<file path="src/rtl/img_gen_pkg.sv">
// Shared types and constants for the image stream generator.
package img_gen_pkg;

    localparam int unsigned LFSR_W  = 32;
    localparam int unsigned FRAME_W = 16;
    localparam int unsigned NUM_W   = 32;

    localparam logic [LFSR_W-1:0] IMG_GEN_LFSR_POLY = 32'h8020_0003;

    typedef enum logic [1:0] {
        MODE_CONST   = 2'd0,
        MODE_HRAMP   = 2'd1,
        MODE_CHECKER = 2'd2,
        MODE_LFSR    = 2'd3
    } img_mode_e;

    typedef enum logic [1:0] {
        ST_IDLE = 2'd0,
        ST_RUN  = 2'd1,
        ST_DONE = 2'd2
    } img_state_e;

    // Right-shifting Galois step: feedback taps applied when the bit shifted out is 1.
    function automatic logic [LFSR_W-1:0] lfsr_step(input logic [LFSR_W-1:0] s);
        return s[0] ? ((s >> 1) ^ IMG_GEN_LFSR_POLY) : (s >> 1);
    endfunction

    // An all-zero state would lock up, so a zero seed starts from 1.
    function automatic logic [LFSR_W-1:0] lfsr_seed(input logic [31:0] seed);
        return (seed == 32'd0) ? LFSR_W'(1) : LFSR_W'(seed);
    endfunction

    function automatic logic [31:0] rotl32(input logic [31:0] v, input logic [4:0] sh);
        return (v << sh) | (v >> (6'd32 - 6'(sh)));
    endfunction

endpackage

</file>
<file path="src/rtl/img_gen_pattern.sv">
// Combinational pixel formatter: builds one CHANNELS-wide word from the pixel coordinates.
// Mode 3 reads the LFSR state only when IMG_GEN_LFSR_EN is defined; otherwise it is a ramp.
module img_gen_pattern
    import img_gen_pkg::*;
#(
    parameter int unsigned DWIDTH   = 32,
    parameter int unsigned CHANNELS = 3,
    parameter int unsigned DIM_W    = 12
) (
    input  logic [DIM_W-1:0]           x,
    input  logic [DIM_W-1:0]           y,
    input  img_mode_e                  mode,
    input  logic [31:0]                seed,
`ifdef IMG_GEN_LFSR_EN
    input  logic [LFSR_W-1:0]          lfsr,
`endif
    output logic [DWIDTH*CHANNELS-1:0] word
);

    // 8x8 checker squares: colour flips whenever bit 3 of x or y flips.
    logic checker_on;
    assign checker_on = ((x ^ y) & DIM_W'(8)) != '0;

    always_comb begin
        word = '0;
        for (int unsigned c = 0; c < CHANNELS; c++) begin
            case (mode)
                MODE_CONST:   word[c*DWIDTH +: DWIDTH] = DWIDTH'(seed);
                MODE_CHECKER: word[c*DWIDTH +: DWIDTH] = {DWIDTH{checker_on}};
`ifdef IMG_GEN_LFSR_EN
                MODE_LFSR:    word[c*DWIDTH +: DWIDTH] = DWIDTH'(rotl32(lfsr, 5'(c * 8)));
`endif
                default:      word[c*DWIDTH +: DWIDTH] = DWIDTH'(32'(x) + 32'(c));
            endcase
        end
    end

endmodule

</file>
<file path="src/rtl/image_stream_gen.sv">
// Self-contained test-pattern source writing framed pixel runs into a downstream FIFO.
// Optional LFSR pattern (mode 3) is built only when IMG_GEN_LFSR_EN is defined.
module image_stream_gen
    import img_gen_pkg::*;
#(
    parameter int unsigned DWIDTH   = 32,
    parameter int unsigned CHANNELS = 3,
    parameter int unsigned DIM_W    = 12
) (
    input  logic                       clock,
    input  logic                       reset,
    input  logic                       start,
    input  logic                       abort,
    input  logic [DIM_W-1:0]           cfg_width,
    input  logic [DIM_W-1:0]           cfg_height,
    input  logic [FRAME_W-1:0]         cfg_frames,
    input  logic [1:0]                 cfg_mode,
    input  logic [31:0]                cfg_seed,
    input  logic                       fifo_full,
    output logic [DWIDTH*CHANNELS-1:0] fifo_data,
    output logic                       fifo_wrreq,
    output logic                       fifo_sop,
    output logic                       fifo_eop,
    output logic [NUM_W-1:0]           num_data,
    output logic                       busy,
    output logic                       done
);

    localparam int unsigned WORD_W = DWIDTH * CHANNELS;

    img_state_e          state_q, state_d;
    img_mode_e           mode_q, mode_d;
    logic [DIM_W-1:0]    x_q, x_d, y_q, y_d;
    logic [DIM_W-1:0]    width_q, width_d, height_q, height_d;
    logic [FRAME_W-1:0]  frame_q, frame_d, frames_q, frames_d;
    logic [31:0]         seed_q, seed_d;
    logic                last_q, last_d;
    logic [WORD_W-1:0]   data_q, data_d;
    logic                wrreq_q, wrreq_d, sop_q, sop_d, eop_q, eop_d;
    logic                busy_q, busy_d, done_q, done_d;
    logic [NUM_W-1:0]    num_q, num_d;
`ifdef IMG_GEN_LFSR_EN
    logic [LFSR_W-1:0]   lfsr_q, lfsr_d;
`endif

    logic [WORD_W-1:0]   pix;
    logic                x_end, y_end, frame_last;

    assign x_end      = (x_q == DIM_W'(width_q - DIM_W'(1)));
    assign y_end      = (y_q == DIM_W'(height_q - DIM_W'(1)));
    assign frame_last = (frames_q != '0) && (frame_q == FRAME_W'(frames_q - FRAME_W'(1)));

    img_gen_pattern #(
        .DWIDTH   (DWIDTH),
        .CHANNELS (CHANNELS),
        .DIM_W    (DIM_W)
    ) u_pattern (
        .x    (x_q),
        .y    (y_q),
        .mode (mode_q),
        .seed (seed_q),
`ifdef IMG_GEN_LFSR_EN
        .lfsr (lfsr_q),
`endif
        .word (pix)
    );

    // Next-state, counters and registered-output values.
    always_comb begin
        state_d  = state_q;
        mode_d   = mode_q;
        x_d      = x_q;
        y_d      = y_q;
        width_d  = width_q;
        height_d = height_q;
        frame_d  = frame_q;
        frames_d = frames_q;
        seed_d   = seed_q;
        last_d   = last_q;
        data_d   = data_q;
        num_d    = num_q;
        wrreq_d  = 1'b0;
        sop_d    = 1'b0;
        eop_d    = 1'b0;
`ifdef IMG_GEN_LFSR_EN
        lfsr_d   = lfsr_q;
`endif

        case (state_q)
            ST_IDLE: begin
                if (start) begin
                    width_d  = cfg_width;
                    height_d = cfg_height;
                    frames_d = cfg_frames;
                    mode_d   = img_mode_e'(cfg_mode);
                    seed_d   = cfg_seed;
                    x_d      = '0;
                    y_d      = '0;
                    frame_d  = '0;
                    last_d   = 1'b0;
                    num_d    = NUM_W'(32'(cfg_width) * 32'(cfg_height));
`ifdef IMG_GEN_LFSR_EN
                    lfsr_d   = lfsr_seed(cfg_seed);
`endif
                    state_d  = ((cfg_width != '0) && (cfg_height != '0)) ? ST_RUN : ST_DONE;
                end
            end

            // last_q holds RUN one extra cycle so done lands after the final write.
            ST_RUN: begin
                if (abort || last_q) begin
                    state_d = ST_DONE;
                end else if (!fifo_full) begin
                    wrreq_d = 1'b1;
                    data_d  = pix;
                    sop_d   = (x_q == '0) && (y_q == '0);
                    eop_d   = x_end && y_end;
`ifdef IMG_GEN_LFSR_EN
                    lfsr_d  = lfsr_step(lfsr_q);
`endif
                    if (x_end) begin
                        x_d = '0;
                        if (y_end) begin
                            y_d     = '0;
                            frame_d = frame_q + FRAME_W'(1);
                            last_d  = frame_last;
                        end else begin
                            y_d = y_q + DIM_W'(1);
                        end
                    end else begin
                        x_d = x_q + DIM_W'(1);
                    end
                end
            end

            ST_DONE: state_d = ST_IDLE;

            default: state_d = ST_IDLE;
        endcase

        busy_d = (state_d == ST_RUN);
        done_d = (state_d == ST_DONE);
    end

    always_ff @(posedge clock or posedge reset) begin
        if (reset) begin
            state_q  <= ST_IDLE;
            mode_q   <= MODE_CONST;
            x_q      <= '0;
            y_q      <= '0;
            width_q  <= '0;
            height_q <= '0;
            frame_q  <= '0;
            frames_q <= '0;
            seed_q   <= '0;
            last_q   <= 1'b0;
            data_q   <= '0;
            num_q    <= '0;
            wrreq_q  <= 1'b0;
            sop_q    <= 1'b0;
            eop_q    <= 1'b0;
            busy_q   <= 1'b0;
            done_q   <= 1'b0;
        end else begin
            state_q  <= state_d;
            mode_q   <= mode_d;
            x_q      <= x_d;
            y_q      <= y_d;
            width_q  <= width_d;
            height_q <= height_d;
            frame_q  <= frame_d;
            frames_q <= frames_d;
            seed_q   <= seed_d;
            last_q   <= last_d;
            data_q   <= data_d;
            num_q    <= num_d;
            wrreq_q  <= wrreq_d;
            sop_q    <= sop_d;
            eop_q    <= eop_d;
            busy_q   <= busy_d;
            done_q   <= done_d;
        end
    end

`ifdef IMG_GEN_LFSR_EN
    always_ff @(posedge clock or posedge reset) begin
        if (reset) begin
            lfsr_q <= LFSR_W'(1);
        end else begin
            lfsr_q <= lfsr_d;
        end
    end
`endif

    assign fifo_data  = data_q;
    assign fifo_wrreq = wrreq_q;
    assign fifo_sop   = sop_q;
    assign fifo_eop   = eop_q;
    assign num_data   = num_q;
    assign busy       = busy_q;
    assign done       = done_q;

endmodule

</file>
<file path="config.mk">
export PLATFORM = sky130hd
export DESIGN_NAME = image_stream_gen
export DESIGN_NICKNAME = d
export VERILOG_FILES = /design/src/rtl/img_gen_pkg.sv /design/src/rtl/img_gen_pattern.sv /design/src/rtl/image_stream_gen.sv
export SDC_FILE = /design/constraint.sdc
export NUM_CORES = 1
export LEC_CHECK = 0
export ABC_AREA = 1
export CORE_ASPECT_RATIO = 0.75
export CORE_MARGIN = 2
export CORE_UTILIZATION = 40
export DETAILED_ROUTE_END_ITERATION = 10
export SYNTH_ARGS = -nofsm -noshare
export SYNTH_HDL_FRONTEND = slang
export SYNTH_SLANG_ARGS = --single-unit
</file>
<file path="constraint.sdc">
create_clock -name clock -period 8.35 [get_ports clock]
set_clock_uncertainty 0.15 [all_clocks]
set_input_delay 2.505 -clock clock [delete_from_list [all_inputs] [get_ports clock]]
set_output_delay 2.505 -clock clock [all_outputs]
set_load 0.05 [all_outputs]
</file>
==> run summary <==
The run gives 13,600 as the via count of the first global-routing pass. In the final layout, flip-flops and latches occupy 0.00508 mm². The die span in y was 176 µm; the synthesis-stage register bit count was 203. The most numerous cell type found on the critical path is fa_1.

The Yosys step of the flow raised 0 warnings. The fraction of synthesized cell area taken by the top area cell type was 32.2%. In this run the critical register-to-register path is captured at fifo_data[36]. After clock tree synthesis, the flow added hold-fix buffers numbering 0. The total of fill cells in the finished design is 3,925, and the largest fanout on the critical path is 8. The worst setup path is captured at a flip-flop.

The number of cells on the worst hold path was 2; the reported leakage power was 0.00968 µW. The run gives 1 as the count of H-tree levels built during CTS. The synthesized netlist occupies a cell area of 0.0158 mm².

The tools report the max capacitance violation total as 0. The post-placement cell count came out at 2,774. The run gives 540 ps as the worst-skew pair later-pin latency.

The worst register-to-register path begins at state_q[1]. The number of antenna violations at the first check in global routing came out at 0. The logs give 0 for the number of design rule violations left after detail routing and 34,500 µm for the HPWL after detailed placement. In this run the power density over the cells is 394 mW/mm². VDD sags by at most 179 µV. For hold timing, the worst endpoint is seed_q[16]. The ratio of cells with drive above 1 in the final layout came out at 5.27%. The residual antenna-violating net count after detailed routing was 0. The tools report the arrival time reported for the critical path endpoint as 7930 ps.

The clock root buffer is clkbuf_16. The critical path starts at cfg_width[6]. The most common cell in the synthesized netlist is nand2_1. The detailed-route wire length was 45,400 µm. Cells fill 48.1% of the core in the end. The first routing iteration left 982 violations. In the final routed layout, each cell accounts on average for 16.1 µm. The multi-input combinational cells in the finished layout cover a total of 0.00890 mm².

The launch instance of the worst min-delay path is seed_q[16]. The run finished with clean final reports. The tools report the instance count of the mapped netlist as 2,138.

The floorplan step defined a die boundary enclosing 0.0411 mm². The number of nets at the end of the flow is 2,530, and the number of pins exceeding their max-slew limit in the final report is 0. The predominant post-synthesis flop cell is dfrtp_1. Entering global routing, the biggest net connects 84 pins. The tools report the highest clock frequency the design can meet as 131 MHz. The final count of hold timing violations was 0; the detailed-routing iteration count for the pre-antenna-repair pass was 5.

The first global-routing pass estimated 73,800 µm of wire. The routed design could run at a clock period as short as 7620 ps. Routability-driven placement finished with a final weighted congestion of 0.936.

The number of enable-type register cells in the synthesized netlist works out to 0. The worst hold path belongs to the class reg -> reg. In this run the post-CTS setup repair buffer count came out at 0. Ranked by instance count, the synthesized netlist is headed by nand2_1 (684), inv_1 (310), dfrtp_1 (203).

Count of input and output buffers: 203. The via density per instance works out to 4.90. Setup repair after global routing left no endpoint under its margin. The type of origin of the critical path was an input pin. The number of placement rows was 63.

Counting cells, the worst reg-to-reg path comes to 13. The biggest area contributor in the post-synthesis netlist is dfrtp_1. The tools report the required time of the critical path as 8660 ps.

Once the clock tree was built, the resizer swapped 0 gates to a different size. For this run, the total global-route usage over all layers was measured as 22.5%. Headroom to the max-slew limit came out at 35.5%. By area the synthesized netlist is led by dfrtp_1 (32%), nand2_1 (16%), fa_1 (13%).

The detailed router placed 13,800 vias in this run. The die is 233 µm wide. TritonCTS built the clock tree.

For this design, the slowest cell found on the critical path is clkdlybuf4s50_1. The remaining global-route overflow is 0, and the proportion of synthesized chip area in sequential cells is 32.2%. Cell area after layout: 0.0189 mm². After layout, the worst path uses 91.2% of the clock period. Dividing the synthesized area by the synthesized cell count gives 7.39 µm². The setup slack of the most critical reg-to-reg path is 4720 ps. Counting the buffers created by CTS gives 24. The logs give 2,818 for the post-route non-filler standard cell count and 3 for the number of buffers on the longest clock path.

The worst setup path is of the in -> reg kind. The core outline area is 0.0393 mm², and the layout-stage area growth over the synthesis result is 19.6%. For this run, asynchronously set or reset flops after synthesis account for 100%.

The tools report the number of clock sinks seen by CTS as 203. At the pin with the least slew margin, the transition time is 954 ps. The repair_antennas step left the layout with diodes totalling 0.

The logs give 0 ps for the setup TNS after final layout and 40.2% for the effective utilization at floorplan. The signal on the critical path passes through clkdlybuf4s50_1 -> buf_4 -> nand2_1 -> inv_1 -> fa_1 -> fa_1 -> fa_1 -> fa_1 -> fa_1 -> ha_1 -> nand2_1 -> nor2_1 -> inv_1 -> nor4_1 -> nand4_1 -> nand3_1 -> nand2_1 -> a31oi_1. The run gives 0.0181 mm² as the cell area after placement. In this run the count of I/O pins placed on the die edge is 212.

The clock slew at the register clock pins of the worst setup and hold paths is 60 ps. Peak per-stage delay on the critical path: 620 ps. Setup violations remaining at the end of the flow were counted as 0. The netlist uses 43 different library cells.
## how the worst max path moves through the flow
stage / to / slack [ps] / depth (start not counted)
detailed placement: num_data[22] / 310 / 18
global placement: num_data[22] / 340 / 18
CTS: num_data[22] / 860 / 18
global route: num_data[22] / 430 / 18
finish: num_data[22] / 730 / 18
floorplan: busy / 160 / 1
## flip-flops by register name, indices dropped and copies added (netlist names)
name	flops
busy	1
done	1
fifo_data	57
fifo_eop	1
fifo_sop	1
fifo_wrreq	1
frame_q	16
frames_q	16
height_q	12
last_q	1
mode_q	2
num_data	24
seed_q	32
state_q	2
width_q	12
x_q	12
y_q	12
## through the flow
| step | hold slack (ps) | setup WS, ps | power (µW) |
|---|---|---|---|
| floorplan | 299 | 156 | 5080 |
| global placement | 312 | 336 | 6320 |
| detailed placement | 315 | 306 | 6350 |
| CTS | 333 | 856 | 7480 |
| global route | 349 | 430 | 8050 |
| finish | 332 | 733 | 7440 |
## report_power, final
part	total, µW	internal [µW]	switching, µW
combinational	4680	1570	3120
sequential	1680	1360	318
clock	1080	607	470
## kinds of logic after synthesis
logic type | Yosys count | synth area share (%)
fa+ha+maj | 171 | 18.3
other cells | 1 | 0.0237
xor+xnor | 63 | 3.49
compound gates | 197 | 6.64
simple gates | 1061 | 27.6
buf+inv | 442 | 11.8
flops | 203 | 32.2
## metal layers
metal	wire length, µm	up-vias	share of wire, %	track usage, %
li1	-	6819	-	-
met1	22400	6587	49	34.3
met2	19700	361	43	34.1
met3	2670	44	5.9	3.97
met4	636	0	1.4	3.43
met5	0	-	0	0
## layout by cell type (no fill, tap or decap), types with 70 or more instances in the layout
| cell | netlist | layout |
|---|---|---|
| a21oi_1 | 85 | 85 |
| clkdlybuf4s50_1 | 0 | 203 |
| dfrtp_1 | 203 | 203 |
| fa_1 | 100 | 100 |
| ha_1 | 71 | 71 |
| inv_1 | 310 | 308 |
| nand2_1 | 684 | 683 |
| nand3_1 | 90 | 90 |
| nor2_1 | 187 | 186 |
| o21ai_0 | 70 | 70 |
## worst max-delay path: cells and delay by family
kind | cells | cell delay [ps]
fa+ha+maj | 6 | 3040
simple gates | 7 | 1190
buf+inv | 4 | 1050
compound gates | 1 | 110
## area by class of cell
cell class | count | area share, %
multi-input cells | 1500 | 47.1
flip-flops and latches | 203 | 26.9
repair buffers | 231 | 11.9
inverters | 320 | 6.41
clock buffers | 27 | 3.46
well taps | 520 | 3.44
clock inverters | 17 | 0.841
Note: power is estimated with default switching activity, not from simulation.
